==> config.mk <==
export PLATFORM = sky130hd
export DESIGN_NAME = morse_sequencer
export DESIGN_NICKNAME = d
export VERILOG_FILES = /design/src/rtl/morse_sequencer.sv
export SDC_FILE = /design/constraint.sdc
export NUM_CORES = 1
export LEC_CHECK = 0
export CELL_PAD_IN_SITES_DETAIL_PLACEMENT = 0
export CELL_PAD_IN_SITES_GLOBAL_PLACEMENT = 1
export CORE_MARGIN = 2
export CORE_UTILIZATION = 52
export DETAILED_ROUTE_END_ITERATION = 10
export PLACE_DENSITY_LB_ADDON = 0.1
export SLEW_MARGIN = 30
export SYNTH_ARGS = -nofsm -noshare
export SYNTH_HDL_FRONTEND = slang
export SYNTH_SLANG_ARGS = --single-unit
==> constraint.sdc <==
create_clock -name clk -period 5.5 [get_ports clk]
set_clock_uncertainty 0.1 [all_clocks]
set_input_delay 0.825 -clock clk [delete_from_list [all_inputs] [get_ports clk]]
set_output_delay 0.825 -clock clk [all_outputs]
set_load 0.05 [all_outputs]
==> src/rtl/morse_sequencer.sv <==
// Morse keyer: buffers ASCII characters in a FIFO and keys them out as ITU Morse.
// Define MORSE_SEQ_PUNCT_EN to add '.', ',', '?' and '/' with a 6-element code table.
module morse_sequencer #(
    parameter int unsigned FIFO_DEPTH     = 14,
    parameter int unsigned DIT_CYCLES     = 1000000,
    parameter int unsigned CHAR_GAP_UNITS = 3,
    parameter int unsigned WORD_GAP_UNITS = 7
) (
    input  logic                            clk,
    input  logic                            rst,
    input  logic [7:0]                      char_data,
    input  logic                            char_valid,
    output logic                            char_ready,
    input  logic [1:0]                      speed_sel,
    output logic                            morse_out,
    output logic                            dit_out,
    output logic                            dah_out,
    output logic                            busy,
    output logic [$clog2(FIFO_DEPTH+1)-1:0] fifo_count,
    output logic                            invalid_char
);

`ifdef MORSE_SEQ_PUNCT_EN
    localparam int unsigned NE = 6;
`else
    localparam int unsigned NE = 5;
`endif

    localparam int unsigned CW   = $clog2(FIFO_DEPTH + 1);
    localparam int unsigned PtrW = $clog2(FIFO_DEPTH);
    localparam int unsigned UW   = $clog2((DIT_CYCLES << 3) + 1);
    localparam int unsigned MaxU = (WORD_GAP_UNITS > 3) ? WORD_GAP_UNITS : 3;
    localparam int unsigned GW   = $clog2(MaxU + 1);
    localparam logic [UW-1:0] UnitBase = UW'(DIT_CYCLES);

    typedef enum logic [2:0] {
        StIdle,
        StLoad,
        StMark,
        StElemGap,
        StCharGap,
        StWordGap
    } state_e;

    // Entry layout: {supported, length[2:0], pattern}; pattern is first element at MSB, 1 = dah.
    function automatic logic [NE+3:0] code_entry(input logic [2:0] len, input logic [4:0] pat);
        logic [NE-1:0] p;
        p = '0;
        p[NE-1 -: 5] = pat;
        return {1'b1, len, p};
    endfunction

    function automatic logic [NE+3:0] code_lookup(input logic [7:0] ch);
        logic [7:0]    c;
        logic [NE+3:0] r;
        c = (ch >= "a" && ch <= "z") ? ch - 8'd32 : ch;
        r = '0;
        case (c)
            "A": r = code_entry(3'd2, 5'b01000);
            "B": r = code_entry(3'd4, 5'b10000);
            "C": r = code_entry(3'd4, 5'b10100);
            "D": r = code_entry(3'd3, 5'b10000);
            "E": r = code_entry(3'd1, 5'b00000);
            "F": r = code_entry(3'd4, 5'b00100);
            "G": r = code_entry(3'd3, 5'b11000);
            "H": r = code_entry(3'd4, 5'b00000);
            "I": r = code_entry(3'd2, 5'b00000);
            "J": r = code_entry(3'd4, 5'b01110);
            "K": r = code_entry(3'd3, 5'b10100);
            "L": r = code_entry(3'd4, 5'b01000);
            "M": r = code_entry(3'd2, 5'b11000);
            "N": r = code_entry(3'd2, 5'b10000);
            "O": r = code_entry(3'd3, 5'b11100);
            "P": r = code_entry(3'd4, 5'b01100);
            "Q": r = code_entry(3'd4, 5'b11010);
            "R": r = code_entry(3'd3, 5'b01000);
            "S": r = code_entry(3'd3, 5'b00000);
            "T": r = code_entry(3'd1, 5'b10000);
            "U": r = code_entry(3'd3, 5'b00100);
            "V": r = code_entry(3'd4, 5'b00010);
            "W": r = code_entry(3'd3, 5'b01100);
            "X": r = code_entry(3'd4, 5'b10010);
            "Y": r = code_entry(3'd4, 5'b10110);
            "Z": r = code_entry(3'd4, 5'b11000);
            "0": r = code_entry(3'd5, 5'b11111);
            "1": r = code_entry(3'd5, 5'b01111);
            "2": r = code_entry(3'd5, 5'b00111);
            "3": r = code_entry(3'd5, 5'b00011);
            "4": r = code_entry(3'd5, 5'b00001);
            "5": r = code_entry(3'd5, 5'b00000);
            "6": r = code_entry(3'd5, 5'b10000);
            "7": r = code_entry(3'd5, 5'b11000);
            "8": r = code_entry(3'd5, 5'b11100);
            "9": r = code_entry(3'd5, 5'b11110);
`ifdef MORSE_SEQ_PUNCT_EN
            ".": r = {1'b1, 3'd6, 6'b010101};
            ",": r = {1'b1, 3'd6, 6'b110011};
            "?": r = {1'b1, 3'd6, 6'b001100};
            "/": r = {1'b1, 3'd5, 6'b100100};
`endif
            default: r = '0;
        endcase
        return r;
    endfunction

    // FIFO
    logic [7:0]      mem_q [FIFO_DEPTH];
    logic [PtrW-1:0] wr_ptr_q, wr_ptr_d, rd_ptr_q, rd_ptr_d;
    logic [CW-1:0]   count_q, count_d;
    logic            push, pop, fifo_empty;
    logic [7:0]      head;

    assign fifo_count = count_q;
    assign char_ready = (count_q != CW'(FIFO_DEPTH));
    assign push       = char_valid && char_ready;
    assign fifo_empty = (count_q == '0);
    assign head       = mem_q[rd_ptr_q];

    always_comb begin
        wr_ptr_d = wr_ptr_q;
        rd_ptr_d = rd_ptr_q;
        count_d  = count_q;
        if (push) begin
            wr_ptr_d = (wr_ptr_q == PtrW'(FIFO_DEPTH - 1)) ? '0 : wr_ptr_q + PtrW'(1);
        end
        if (pop) begin
            rd_ptr_d = (rd_ptr_q == PtrW'(FIFO_DEPTH - 1)) ? '0 : rd_ptr_q + PtrW'(1);
        end
        if (push && !pop) begin
            count_d = count_q + CW'(1);
        end else if (pop && !push) begin
            count_d = count_q - CW'(1);
        end
    end

    always_ff @(posedge clk) begin
        if (push) begin
            mem_q[wr_ptr_q] <= char_data;
        end
    end

    // Sequencer
    state_e        state_q, state_d;
    logic [7:0]    char_q, char_d;
    logic [NE-1:0] pat_q, pat_d;
    logic [2:0]    left_q, left_d;
    logic [UW-1:0] unit_len_q, unit_len_d, unit_cnt_q, unit_cnt_d;
    logic [GW-1:0] phase_q, phase_d, target;
    logic          dit_q, dit_d, dah_q, dah_d, inv_q, inv_d;
    logic [NE+3:0] code;
    logic          code_ok, is_space, timed, unit_end, phase_last, done, pre_last;
    logic [2:0]    code_len;
    logic [NE-1:0] code_pat;

    assign code     = code_lookup(char_q);
    assign code_ok  = code[NE+3];
    assign code_len = code[NE+2:NE];
    assign code_pat = code[NE-1:0];
    assign is_space = (char_q == 8'h20);

    always_comb begin
        case (state_q)
            StMark:    target = pat_q[NE-1] ? GW'(3) : GW'(1);
            StCharGap: target = GW'(CHAR_GAP_UNITS);
            StWordGap: target = GW'(WORD_GAP_UNITS - CHAR_GAP_UNITS);
            default:   target = GW'(1);
        endcase
    end

    assign timed      = (state_q == StMark) || (state_q == StElemGap) ||
                        (state_q == StCharGap) || (state_q == StWordGap);
    assign unit_end   = (unit_cnt_q == unit_len_q - UW'(1));
    assign phase_last = (phase_q == target - GW'(1));
    assign done       = unit_end && phase_last;

    // Second-to-last cycle of a gap: the following LOAD cycle is charged to the gap.
    always_comb begin
        if (unit_len_q > UW'(1)) begin
            pre_last = phase_last && (unit_cnt_q == unit_len_q - UW'(2));
        end else begin
            pre_last = (phase_q == target - GW'(2));
        end
    end

    always_comb begin
        state_d    = state_q;
        char_d     = char_q;
        pat_d      = pat_q;
        left_d     = left_q;
        unit_len_d = unit_len_q;
        unit_cnt_d = unit_cnt_q;
        phase_d    = phase_q;
        dit_d      = 1'b0;
        dah_d      = 1'b0;
        inv_d      = 1'b0;
        pop        = 1'b0;

        if (timed) begin
            if (unit_end) begin
                unit_cnt_d = '0;
                phase_d    = phase_q + GW'(1);
            end else begin
                unit_cnt_d = unit_cnt_q + UW'(1);
            end
        end

        case (state_q)
            StIdle: begin
                if (!fifo_empty) begin
                    pop     = 1'b1;
                    char_d  = head;
                    state_d = StLoad;
                end
            end
            StLoad: begin
                unit_len_d = UnitBase << speed_sel;
                unit_cnt_d = '0;
                phase_d    = '0;
                if (code_ok) begin
                    pat_d   = code_pat;
                    left_d  = code_len;
                    dit_d   = !code_pat[NE-1];
                    dah_d   = code_pat[NE-1];
                    state_d = StMark;
                end else if (is_space) begin
                    state_d = StWordGap;
                end else begin
                    inv_d = 1'b1;
                    if (!fifo_empty) begin
                        pop     = 1'b1;
                        char_d  = head;
                        state_d = StLoad;
                    end else begin
                        state_d = StIdle;
                    end
                end
            end
            StMark: begin
                if (done) begin
                    unit_cnt_d = '0;
                    phase_d    = '0;
                    if (left_q > 3'd1) begin
                        left_d  = left_q - 3'd1;
                        pat_d   = pat_q << 1;
                        state_d = StElemGap;
                    end else begin
                        state_d = StCharGap;
                    end
                end else begin
                    dit_d = dit_q;
                    dah_d = dah_q;
                end
            end
            StElemGap: begin
                if (done) begin
                    unit_cnt_d = '0;
                    phase_d    = '0;
                    dit_d      = !pat_q[NE-1];
                    dah_d      = pat_q[NE-1];
                    state_d    = StMark;
                end
            end
            StCharGap, StWordGap: begin
                if ((!fifo_empty && pre_last) || done) begin
                    unit_cnt_d = '0;
                    phase_d    = '0;
                    if (!fifo_empty) begin
                        pop     = 1'b1;
                        char_d  = head;
                        state_d = StLoad;
                    end else begin
                        state_d = StIdle;
                    end
                end
            end
            default: state_d = StIdle;
        endcase
    end

    always_ff @(posedge clk or posedge rst) begin
        if (rst) begin
            state_q    <= StIdle;
            wr_ptr_q   <= '0;
            rd_ptr_q   <= '0;
            count_q    <= '0;
            char_q     <= '0;
            pat_q      <= '0;
            left_q     <= '0;
            unit_len_q <= UnitBase;
            unit_cnt_q <= '0;
            phase_q    <= '0;
            dit_q      <= 1'b0;
            dah_q      <= 1'b0;
            inv_q      <= 1'b0;
        end else begin
            state_q    <= state_d;
            wr_ptr_q   <= wr_ptr_d;
            rd_ptr_q   <= rd_ptr_d;
            count_q    <= count_d;
            char_q     <= char_d;
            pat_q      <= pat_d;
            left_q     <= left_d;
            unit_len_q <= unit_len_d;
            unit_cnt_q <= unit_cnt_d;
            phase_q    <= phase_d;
            dit_q      <= dit_d;
            dah_q      <= dah_d;
            inv_q      <= inv_d;
        end
    end

    assign dit_out      = dit_q;
    assign dah_out      = dah_q;
    assign morse_out    = dit_q | dah_q;
    assign invalid_char = inv_q;
    assign busy         = (state_q != StIdle) || !fifo_empty;

endmodule

==> impl_metrics.prom <==
# TYPE chip_impl_metric gauge
chip_impl_metric{name="power_density_cells",unit="mW/mm^2"} 526
chip_impl_metric{name="routed-via-count",unit=""} 5606
chip_impl_metric{name="timing.slew.headroom",unit="%"} 43.0
chip_impl_metric{name="placement_rows",unit=""} 48
chip_impl_metric{name="globalRouteOverflowTotal",unit=""} 0
chip_impl_metric{name="drc_violations",unit=""} 0
chip_impl_info{name="cp_common_cell",value="sky130_fd_sc_hd__ha_1"} 1
chip_impl_metric{name="drt-pass1-iter-count",unit=""} 6
chip_impl_info{name="holdPathEnd",value="pat_q[2]"} 1
chip_impl_metric{name="max-cap-violations",unit=""} 0
chip_impl_metric{name="postCtsSetupRepairBufs",unit=""} 0
chip_impl_metric{name="route.detailed.wl_per_inst",unit="um"} 18.0
chip_impl_info{name="min_from",value="pat_q[2]"} 1
chip_impl_info{name="worst_setup_path_startpoint",value="unit_len_q[14]"} 1
chip_impl_metric{name="leakagePower",unit="nW"} 3.80
chip_impl_info{name="setup_repair_after_global_routing_missed_its_margin",value="no"} 1
chip_impl_metric{name="die_w",unit="um"} 137
chip_impl_metric{name="worst-endpoint-arrival",unit="ps"} 4590
chip_impl_metric{name="floorplan_die_area",unit="sq mm"} 0.0187
chip_impl_metric{name="initial_utilization",unit="%"} 53.1
chip_impl_metric{name="ff2ff_path_depth",unit=""} 17
chip_impl_metric{name="number_of_distinct_standard_cells_referenced_by_the_synthesized_netlist",unit=""} 71
chip_impl_info{name="ctsRootBufferMaster",value="sky130_fd_sc_hd__clkbuf_16"} 1
chip_impl_metric{name="grt_antenna_before_repair",unit=""} 0
chip_impl_metric{name="first_global_vias",unit=""} 5734
chip_impl_metric{name="clk_path_buf_depth",unit=""} 2
chip_impl_metric{name="vias_per_cell",unit=""} 5.71
chip_impl_metric{name="finalCriticalPeriod",unit="ps"} 4370
chip_impl_metric{name="detailedRoute.firstIterationViolations",unit=""} 424
chip_impl_metric{name="htreeDepth",unit=""} 4
chip_impl_metric{name="dpl_worst_slack",unit="ps"} 1140
chip_impl_metric{name="placeableCoreArea",unit="sq mm"} 0.0172
chip_impl_metric{name="cts_hold_buf",unit=""} 0
chip_impl_metric{name="path_clk_slew",unit="ps"} 70
chip_impl_metric{name="reg_to_reg_setup_timing_slack",unit="ps"} 1130
chip_impl_info{name="tritoncts",value="done"} 1
chip_impl_metric{name="setup_viol",unit=""} 0
chip_impl_info{name="ranking_of_synthesized_cells_by_area",value="sky130_fd_sc_hd__edfxtp_1 37%, sky130_fd_sc_hd__dfrtp_1 18%, sky130_fd_sc_hd__mux4_2 7.9%, sky130_fd_sc_hd__ha_1 3.6%, sky130_fd_sc_hd__nor2_1 2.4%"} 1
chip_impl_metric{name="number_of_ports_placed_on_the_die_boundary",unit=""} 23
chip_impl_metric{name="syn_inst",unit=""} 722
chip_impl_info{name="r2r-start",value="unit_len_q[14]"} 1
chip_impl_metric{name="path_max_fanout",unit=""} 15
chip_impl_info{name="worst_path_max_delay_cell",value="sky130_fd_sc_hd__dfstp_2"} 1
chip_impl_info{name="worstSetupPathType",value="reg2reg"} 1
chip_impl_metric{name="num_cts_buffers",unit=""} 17
chip_impl_metric{name="num_antenna_cells",unit=""} 0
chip_impl_metric{name="syn_area",unit="sq mm"} 0.00915
chip_impl_metric{name="maximum_number_of_pins_on_one_net_before_global_route_repair",unit=""} 41
chip_impl_info{name="critPathCaptureType",value="flop"} 1
chip_impl_metric{name="fin_setup_tns",unit="ps"} 0
chip_impl_metric{name="final.fill_count",unit=""} 1353
chip_impl_info{name="r2r-end",value="fifo_count[3]"} 1
chip_impl_metric{name="clock.fmax",unit="MHz"} 229
chip_impl_metric{name="synthesis.area_per_instance",unit="sq um"} 12.7
chip_impl_metric{name="max_stage_delay",unit="ps"} 620
chip_impl_metric{name="final_antenna_net_count",unit=""} 0
chip_impl_metric{name="layout-area-overhead-vs-synth",unit="%"} 11.2
chip_impl_metric{name="nets",unit=""} 783
chip_impl_metric{name="ys_ff_latch",unit=""} 182
chip_impl_info{name="worstSetupStartpointType",value="flop"} 1
chip_impl_metric{name="yosysTopAreaCellShare",unit="%"} 36.7
chip_impl_metric{name="ctsResizeCount",unit=""} 0
chip_impl_metric{name="io_buffers",unit=""} 22
chip_impl_metric{name="clock_insertion_delay_at_the_later_pin_of_the_skew_report",unit="ps"} 430
chip_impl_info{name="cp_cell_sequence",value="inv_1 -> ha_1 -> nor3b_2 -> a211o_1 -> a222oi_1 -> o2111ai_2 -> nor4b_2 -> o211ai_1 -> buf_4 -> ha_1 -> inv_1 -> ha_1 -> a21o_1 -> a21oi_1 -> xnor2_1 -> nor2_1 -> xor2_1"} 1
chip_impl_metric{name="postSynthNetCount",unit=""} 762
chip_impl_metric{name="die-height",unit="um"} 137
chip_impl_metric{name="finalPower",unit="mW"} 5.35
chip_impl_metric{name="worst_slack",unit="ps"} 1130
chip_impl_info{name="run_status",value="finished, final reports clean"} 1
chip_impl_metric{name="crit_path_required_time",unit="ps"} 5710
chip_impl_metric{name="cts_num_sinks",unit=""} 182
chip_impl_info{name="holdCritPathClass",value="reg2reg"} 1
chip_impl_metric{name="detailed_place_hpwl",unit="um"} 12400
chip_impl_metric{name="synthArstFlopShare",unit="%"} 38.5
chip_impl_metric{name="peakVddDrop",unit="mV"} 0.286
chip_impl_metric{name="worstHoldPathCells",unit=""} 2
chip_impl_metric{name="yosys_warnings",unit=""} 0
chip_impl_metric{name="period_share",unit="%"} 79.5
chip_impl_metric{name="slew_viol_final",unit=""} 0
chip_impl_metric{name="synth-edff-count",unit=""} 112
chip_impl_info{name="synth_top_flop_cell",value="sky130_fd_sc_hd__edfxtp_1"} 1
chip_impl_metric{name="global_route_usage_sum",unit="%"} 21.0
chip_impl_metric{name="globalplace.congestion",unit=""} 0.837
chip_impl_metric{name="wire_length_of_the_first_global_routing_pass",unit="um"} 29800
chip_impl_metric{name="detail_route.wirelength",unit="um"} 17700
chip_impl_metric{name="report.final.hold_viol_count",unit=""} 0
chip_impl_metric{name="final_layout_size_suffix_gt1_share",unit="%"} 16.7
chip_impl_metric{name="synth_sequential_area_ratio",unit="%"} 55.9
chip_impl_info{name="yosys.area.top_type",value="sky130_fd_sc_hd__edfxtp_1"} 1
chip_impl_metric{name="worst_pin_slew",unit="ps"} 853
## placed cells by master (no fill, tap or decap), types with 7 or more instances in the layout
cell type,synthesis,layout
sky130_fd_sc_hd__nand2b_1,7,7
sky130_fd_sc_hd__clkbuf_16,0,17
sky130_fd_sc_hd__nor3_1,21,21
sky130_fd_sc_hd__buf_4,1,14
sky130_fd_sc_hd__xor2_1,23,23
sky130_fd_sc_hd__nor2b_1,12,12
sky130_fd_sc_hd__and3_1,12,12
sky130_fd_sc_hd__nor2_4,10,10
sky130_fd_sc_hd__o21ai_0,41,41
sky130_fd_sc_hd__a31oi_1,10,10
sky130_fd_sc_hd__xnor2_1,23,23
sky130_fd_sc_hd__mux4_2,32,32
sky130_fd_sc_hd__dfrtp_1,65,64
sky130_fd_sc_hd__nand2_1,55,55
sky130_fd_sc_hd__nand3_1,13,13
sky130_fd_sc_hd__mux2_2,15,15
sky130_fd_sc_hd__ha_1,26,26
sky130_fd_sc_hd__edfxtp_1,112,112
sky130_fd_sc_hd__clkdlybuf4s50_1,0,22
sky130_fd_sc_hd__a21oi_1,27,27
sky130_fd_sc_hd__inv_1,27,26
sky130_fd_sc_hd__nor2_1,58,58
## power by group
group          switching, mW  internal (mW)
combinational           1.12          0.931
sequential             0.376           1.72
clock                  0.588          0.614
## how the worst max path moves through the flow
| stage | end | slack (ps) | depth (start not counted) |
|---|---|---|---|
| floorplan | fifo_count[3] | 1390 | 18 |
| global placement | fifo_count[3] | 1240 | 17 |
| detailed placement | fifo_count[3] | 1140 | 17 |
| CTS | fifo_count[3] | 1130 | 17 |
| global route | fifo_count[3] | 770 | 17 |
| finish | fifo_count[3] | 1130 | 17 |
## routing by layer
metal	global-route usage (%)	wire [um]	up-vias
met3	4.26	583	15
met1	27.9	7900	2781
met5	0	0	-
li1	-	-	2704
met4	5.56	172	0
met2	35.2	9030	106
## final cells by class
type                            count  area, sq um  share of cell area [%]
Sequential cell                   182         5120                    50.3
Tap cell                          225          282                    2.76
Clock inverter                     15          174                    1.71
Multi-Input combinational cell    479         3750                    36.8
Inverter                           27          101                   0.995
Timing Repair Buffer               36          325                    3.19
Clock buffer                       17          425                    4.18
## critical path, delay by kind of cell, from the launching register on
kind / cells / cell delay [ps]
flops: 1 / 620
xor+xnor: 2 / 280
fa+ha+maj: 3 / 720
compound gates: 6 / 1450
buf+inv: 3 / 440
simple gates: 3 / 630
## cells in the mapped netlist (all sizes together), types with 5 or more instances
master / instances
o31ai: 5
or2: 5
mux2: 19
xor2: 23
o21ai: 41
nor2b: 12
buf: 13
clkbuf: 21
a211oi: 6
nand2b: 7
o22ai: 6
and3: 12
dfstp: 5
a21oi: 27
edfxtp: 112
xnor2: 23
nor2: 69
nor4: 6
a31oi: 10
nor3: 21
dfrtp: 65
inv: 27
ha: 26
mux4: 32
nand2: 55
nand3: 13
## cell families after synthesis
logic type | Yosys count | share of synthesized area [%]
multiplexers | 55 | 10.6
XOR/XNOR | 46 | 4.40
buffers and inverters | 61 | 3.08
flip-flops | 182 | 55.9
AO/OA/AOI/OAI | 122 | 8.45
adder cells (fa/ha/maj) | 27 | 3.77
AND/OR/NAND/NOR | 229 | 13.7
## flip-flops by register name, summed over array words and instances, names as in the netlist
register      cells
char_q            8
state_q           3
dah_out           1
phase_q           3
unit_cnt_q       23
unit_len_q       10
fifo_count        4
left_q            3
invalid_char      1
wr_ptr_q          4
dit_out           1
pat_q             5
rd_ptr_q          4
mem_q           112
## per-stage QoR
step / utilization (%) / hold WS, ps / instances / cell area [sq um]
floorplan: - / 350 / 722 / 9150
global placement: 55.6 / 367 / 949 / 9580
detailed placement: 55.6 / 377 / 949 / 9580
CTS: 59.1 / 394 / 981 / 10200
global route: 59.1 / 427 / 981 / 10200
finish: 59.1 / 396 / 981 / 10200
No activity file was read; power rests on OpenSTA's default activity.
